### src/rtl/chunked_seq_adder_if.sv
// Operand/result handshake bundle for chunked_seq_adder.
// The master side feeds operands and sinks results; the slave is the adder.
interface chunked_seq_adder_if #(
  parameter int unsigned WIDTH = 64
);
  logic             in_valid;
  logic             in_ready;
  logic [WIDTH-1:0] a;
  logic [WIDTH-1:0] b;
  logic             c_in;
  logic             sub;
  logic             out_valid;
  logic             out_ready;
  logic [WIDTH-1:0] sum;
  logic             c_out;
  logic             ovf;

  modport master (
    output in_valid, a, b, c_in, sub, out_ready,
    input  in_ready, out_valid, sum, c_out, ovf
  );

  modport slave (
    input  in_valid, a, b, c_in, sub, out_ready,
    output in_ready, out_valid, sum, c_out, ovf
  );
endinterface

### src/rtl/chunked_seq_adder.sv
// Multi-cycle WIDTH-bit add/subtract: one CHUNK-bit ripple slice per clock,
// carry chained through a register, valid/ready on both sides.
module chunked_seq_adder #(
  parameter int unsigned WIDTH = 64,
  parameter int unsigned CHUNK = 8
) (
  input logic                clk,
  input logic                rst_n,
  chunked_seq_adder_if.slave bus
);

  localparam int unsigned NCHUNK = WIDTH / CHUNK;
  localparam int unsigned CW     = (NCHUNK > 1) ? $clog2(NCHUNK) : 1;
  localparam int unsigned IW     = (WIDTH > 1) ? $clog2(WIDTH) : 1;
  localparam int unsigned SW     = CHUNK + 1;

  typedef enum logic [1:0] {
    IDLE,
    CALC,
    DONE
  } state_t;

  state_t           state_q;
  logic [CW-1:0]    cnt_q;
  logic             carry_q;
  logic [WIDTH-1:0] a_q;
  logic [WIDTH-1:0] b_q;
  logic [WIDTH-1:0] sum_q;
  logic             c_out_q;
  logic             ovf_q;
  logic             out_valid_q;

  logic [IW-1:0]    base_c;
  logic [SW-1:0]    slice_c;
  logic             last_c;

  // Current slice: bits [cnt*CHUNK +: CHUNK] of a + b_eff + carry.
  always_comb begin
    base_c  = IW'(CHUNK) * IW'(cnt_q);
    slice_c = {1'b0, a_q[base_c +: CHUNK]} + {1'b0, b_q[base_c +: CHUNK]} + SW'(carry_q);
    last_c  = (cnt_q == CW'(NCHUNK - 1));
  end

  always_ff @(posedge clk or negedge rst_n) begin
    if (!rst_n) begin
      state_q     <= IDLE;
      cnt_q       <= '0;
      carry_q     <= 1'b0;
      a_q         <= '0;
      b_q         <= '0;
      sum_q       <= '0;
      c_out_q     <= 1'b0;
      ovf_q       <= 1'b0;
      out_valid_q <= 1'b0;
    end else begin
      case (state_q)
        IDLE: begin
          if (bus.in_valid) begin
            a_q     <= bus.a;
            b_q     <= bus.sub ? ~bus.b : bus.b;
            carry_q <= bus.sub | bus.c_in;
            cnt_q   <= '0;
            sum_q   <= '0;
            state_q <= CALC;
          end
        end
        CALC: begin
          sum_q[base_c +: CHUNK] <= slice_c[CHUNK-1:0];
          carry_q                <= slice_c[CHUNK];
          if (last_c) begin
            // Top slice holds bit WIDTH-1, so its MSB is the new sign bit.
            c_out_q     <= slice_c[CHUNK];
            ovf_q       <= (a_q[WIDTH-1] == b_q[WIDTH-1]) &&
                           (slice_c[CHUNK-1] != a_q[WIDTH-1]);
            out_valid_q <= 1'b1;
            state_q     <= DONE;
          end else begin
            cnt_q <= cnt_q + CW'(1);
          end
        end
        DONE: begin
          if (bus.out_ready) begin
            out_valid_q <= 1'b0;
            state_q     <= IDLE;
          end
        end
        default: state_q <= IDLE;
      endcase
    end
  end

  assign bus.in_ready  = (state_q == IDLE);
  assign bus.out_valid = out_valid_q;
  assign bus.sum       = sum_q;
  assign bus.c_out     = c_out_q;
  assign bus.ovf       = ovf_q;

endmodule
### src/flat_wrapper.sv
// flat-port wrapper written by rule: the top's interface ports become plain ports
module chunked_seq_adder_flat 
#(
  parameter int unsigned WIDTH = 64,
  parameter int unsigned CHUNK = 8
)
  (clk, rst_n, bus_in_valid, bus_a, bus_b, bus_c_in, bus_sub, bus_out_ready, bus_in_ready, bus_out_valid, bus_sum, bus_c_out, bus_ovf);
  chunked_seq_adder_if #(.WIDTH(WIDTH)) bus_i ();
  input logic clk;
  input logic rst_n;
  input wire logic [$bits(bus_i.in_valid)-1:0] bus_in_valid;
  input wire logic [$bits(bus_i.a)-1:0] bus_a;
  input wire logic [$bits(bus_i.b)-1:0] bus_b;
  input wire logic [$bits(bus_i.c_in)-1:0] bus_c_in;
  input wire logic [$bits(bus_i.sub)-1:0] bus_sub;
  input wire logic [$bits(bus_i.out_ready)-1:0] bus_out_ready;
  output wire logic [$bits(bus_i.in_ready)-1:0] bus_in_ready;
  output wire logic [$bits(bus_i.out_valid)-1:0] bus_out_valid;
  output wire logic [$bits(bus_i.sum)-1:0] bus_sum;
  output wire logic [$bits(bus_i.c_out)-1:0] bus_c_out;
  output wire logic [$bits(bus_i.ovf)-1:0] bus_ovf;
  assign bus_i.in_valid = bus_in_valid;
  assign bus_i.a = bus_a;
  assign bus_i.b = bus_b;
  assign bus_i.c_in = bus_c_in;
  assign bus_i.sub = bus_sub;
  assign bus_i.out_ready = bus_out_ready;
  assign bus_in_ready = bus_i.in_ready;
  assign bus_out_valid = bus_i.out_valid;
  assign bus_sum = bus_i.sum;
  assign bus_c_out = bus_i.c_out;
  assign bus_ovf = bus_i.ovf;
  chunked_seq_adder #(.WIDTH(WIDTH), .CHUNK(CHUNK)) u_core (.clk(clk), .rst_n(rst_n), .bus(bus_i));
endmodule
### config.mk
export PLATFORM = sky130hd
export DESIGN_NAME = chunked_seq_adder_flat
export DESIGN_NICKNAME = d
export VERILOG_FILES = /design/src/rtl/chunked_seq_adder_if.sv /design/src/rtl/chunked_seq_adder.sv /design/src/flat_wrapper.sv
export SDC_FILE = /design/constraint.sdc
export NUM_CORES = 1
export LEC_CHECK = 0
export ABC_AREA = 1
export BUFFER_PORTS_ARGS = -buffer_cell sky130_fd_sc_hd__buf_2
export CORE_ASPECT_RATIO = 2
export CORE_MARGIN = 10
export CORE_UTILIZATION = 60
export DETAILED_ROUTE_END_ITERATION = 6
export PLACE_DENSITY = 0.95
export SETUP_SLACK_MARGIN = 0.3
export SLEW_MARGIN = 0
export SYNTH_ARGS = -nofsm -noshare
export SYNTH_HDL_FRONTEND = slang
export SYNTH_SLANG_ARGS = --single-unit
### constraint.sdc
create_clock -name clk -period 5.81 [get_ports clk]
set_clock_uncertainty 0.2 [all_clocks]
set_input_delay 0.581 -clock clk [delete_from_list [all_inputs] [get_ports clk]]
set_output_delay 0.581 -clock clk [all_outputs]
set_load 0.005 [all_outputs]
==> metrics.txt <==
first-pass GRT wire length=46.7 mm; WL/cell=18.8 microns; Clock Sinks=about 200; DIE AREA=0.0223 sq mm; mapped cell area=0.00986 sq mm; most frequent cells in the layout=nand2_1, dfrtp_1, buf_2; final setup fails=0; PD cells=651 mW/mm^2; Worst EP required=6.03 ns; leak pwr=5.93 nW; Routed WL=29.2 mm; worst min-delay path class=input port to flop; fin crit period=4.35 ns; RSZ-0062 raised after global routing=false; Die Width=~110 microns; final std cells w/o fill=1552; Synth Register Bits=201; area grow syn2layout=15.7%; DRT Pass-1 Iters=7; pin slew with the least headroom to its limit=1.14 ns; Synth Net Count=roughly 1300; port bufs=around 200; CTS root buf=clkbuf_16; crit path kind=flop to flop; CTS Buffer Depth=3; Fmax achieved=230 MHz; DP Cell Count=about 1500; CTS Buf Count=17; utilization after layout=0.705; die height=201 microns; post-route DRC violation count=5; most common cell after layout, fill and taps aside=nand2_1; Max Cap Viol=0; slew margin rel.=0.238; Routed Antenna Nets=0; diode count=0; synthesized instance count=1179; Netlist cell types=33; Initial Utilization=0.609; fillers=1233; Avg Vias per Cell=5.80; final hold violation count=0; CTS tree=yes; Final Cycle Share=0.748; Overall Global Routing Usage=0.253; sequential share of the synthesized area=0.510; crit-path max FO=36; post-CTS setup buffer count=0; status=complete, but fails checks; setup TNS=0 ns; share of cells above drive strength 1=0.197; post-route cell area=approximately 0.011 sq mm; WHS=0.0878 ns; GPL Wtd Cong=0.891; number of global-route vias before repair=9319; CTS HTree Levels=1; DP Wirelength=21.4 mm; top cell type's share of synthesized area=0.510; yosys warns=0; syn_area_per_cell=between 8 and 9 sq um; Initial DRC Count=830; Place WS=roughly 1.6 ns; IR drop worst, VDD=0.000369 V; gr ovfl total=0; Power Total=between 7 and 8 mW; Slew Limit Fails=0; reg-to-reg setup timing slack=approximately 1.5 ns; Placement Cell Area=~0.011 sq mm; top post-synthesis cells by area=dfrtp_1, nand2_1, o21ai_0, xnor2_1, nor2_1; failing checks=DRC; antenna violations before repair=0; Top Ports=approximately 200; Final WS setup=~1.5 ns; Final nets=about 1500; # rows=66; largest net degree at the start of global routing=155; critical path endpoint category=flop; Reg clk slew, reported paths=0.07 ns; core area=between 0.015 and 0.02 sq mm; DR vias=around 9000; arrival time worst endpoint=4.56 ns; post-synth top area cell=dfrtp_1; CP startpoint kind=flop; clk_lat worst skew=0.50 ns
==> routing by layer <==
metal / vias up / track usage / share of wire
met1: 4182 / 0.256 / 0.33
li1: 4122 / - / -
met4: 0 / 0.187 / 0.082
met5: - / 0 / 0
met2: 539 / 0.455 / 0.52
met3: 158 / 0.0366 / 0.069
==> repair_timing <==
| action | 4_1_cts | 5_1_grt |
|---|---|---|
| hold buffers | 1 | 0 |
| resized for setup | 0 | 0 |
| endpoints found under the hold margin | 85 | 0 |
==> path summary, 6_finish.rpt <==
check | end | depth (start not counted) | startpoint
min in group asynchronous | u_core.a_q[28]$_DFFE_PN0P_ | 2 | rst_n
hold reg to reg | u_core.bus.sum[39]$_DFFE_PN0P_ | 2 | u_core.bus.sum[39]$_DFFE_PN0P_
hold / removal | u_core.state_q[1]$_DFFE_PN0P_ | 2 | bus_out_ready
max in group asynchronous | u_core.bus.sum[19]$_DFFE_PN0P_ | 3 | rst_n
setup / recovery | u_core.bus.sum[12]$_DFFE_PN0P_ | 13 | u_core.cnt_q[1]$_DFFE_PN0P_
setup reg to reg | u_core.bus.sum[12]$_DFFE_PN0P_ | 13 | u_core.cnt_q[1]$_DFFE_PN0P_
==> area by class of cell <==
cell class	instances	area, sq um	share of cell area
Multi-Input combinational cell	866	4290	0.376
Inverter	45	179	0.0157
Sequential cell	201	5030	0.441
Clock buffer	18	429	0.0376
Clock inverter	12	171	0.0150
Timing Repair Buffer	206	1060	0.0927
Tap cell	204	255	0.0224
==> critical path, stage by stage (launching register included) <==
cell and delay, ns:
dfrtp_1 1.10, inv_2 0.56, nor2_1 0.21, o21ai_0 0.10, a31oi_1 0.26, fa_1 0.22
inv_1 0.07, fa_1 0.48, inv_1 0.08, nand2_1 0.06, a21oi_1 0.20, xor2_1 0.37
nand3_1 0.18, o21ai_1 0.18
==> registers in the layout, summed over array words and instances (netlist names) <==
signal and cells:
u_core.bus.c_out 1, u_core.cnt_q 3, u_core.bus.out_valid 1, u_core.carry_q 1, u_core.bus.ovf 1, u_core.b_q 64, u_core.bus.sum 64, u_core.a_q 64
u_core.state_q 2
==> Yosys cell counts, drive strengths merged <==
| library cell | count |
|---|---|
| nor2 | 101 |
| nand2 | 391 |
| a31oi | 7 |
| nand4 | 11 |
| nor3 | 1 |
| a21oi | 5 |
| nor4 | 1 |
| clkbuf | 19 |
| clkinv | 1 |
| xnor2 | 65 |
| inv | 44 |
| o31ai | 1 |
| nand3b | 1 |
| ha | 14 |
| fa | 2 |
| dfrtp | 201 |
| o21ai | 177 |
| o22ai | 25 |
| or2 | 1 |
| nand3 | 61 |
| xor2 | 2 |
| buf | 48 |
==> where the power goes <==
group	switching (mW)	internal, mW
logic	2.50	1.18
registers	0.473	2.03
clock network	0.530	0.723
total	3.50	3.93
==> cells by family (layout without fill, tap and decap cells) <==
logic type,after synthesis,after routing,synth area share
XOR/XNOR,67,67,0.0595
AO/OA/AOI/OAI,215,215,0.114
AND/OR/NAND/NOR,568,568,0.238
buffers and inverters,112,281,0.0565
flip-flops,201,201,0.510
adder cells (fa/ha/maj),16,16,0.0218
(Power assumes the default switching activity.)
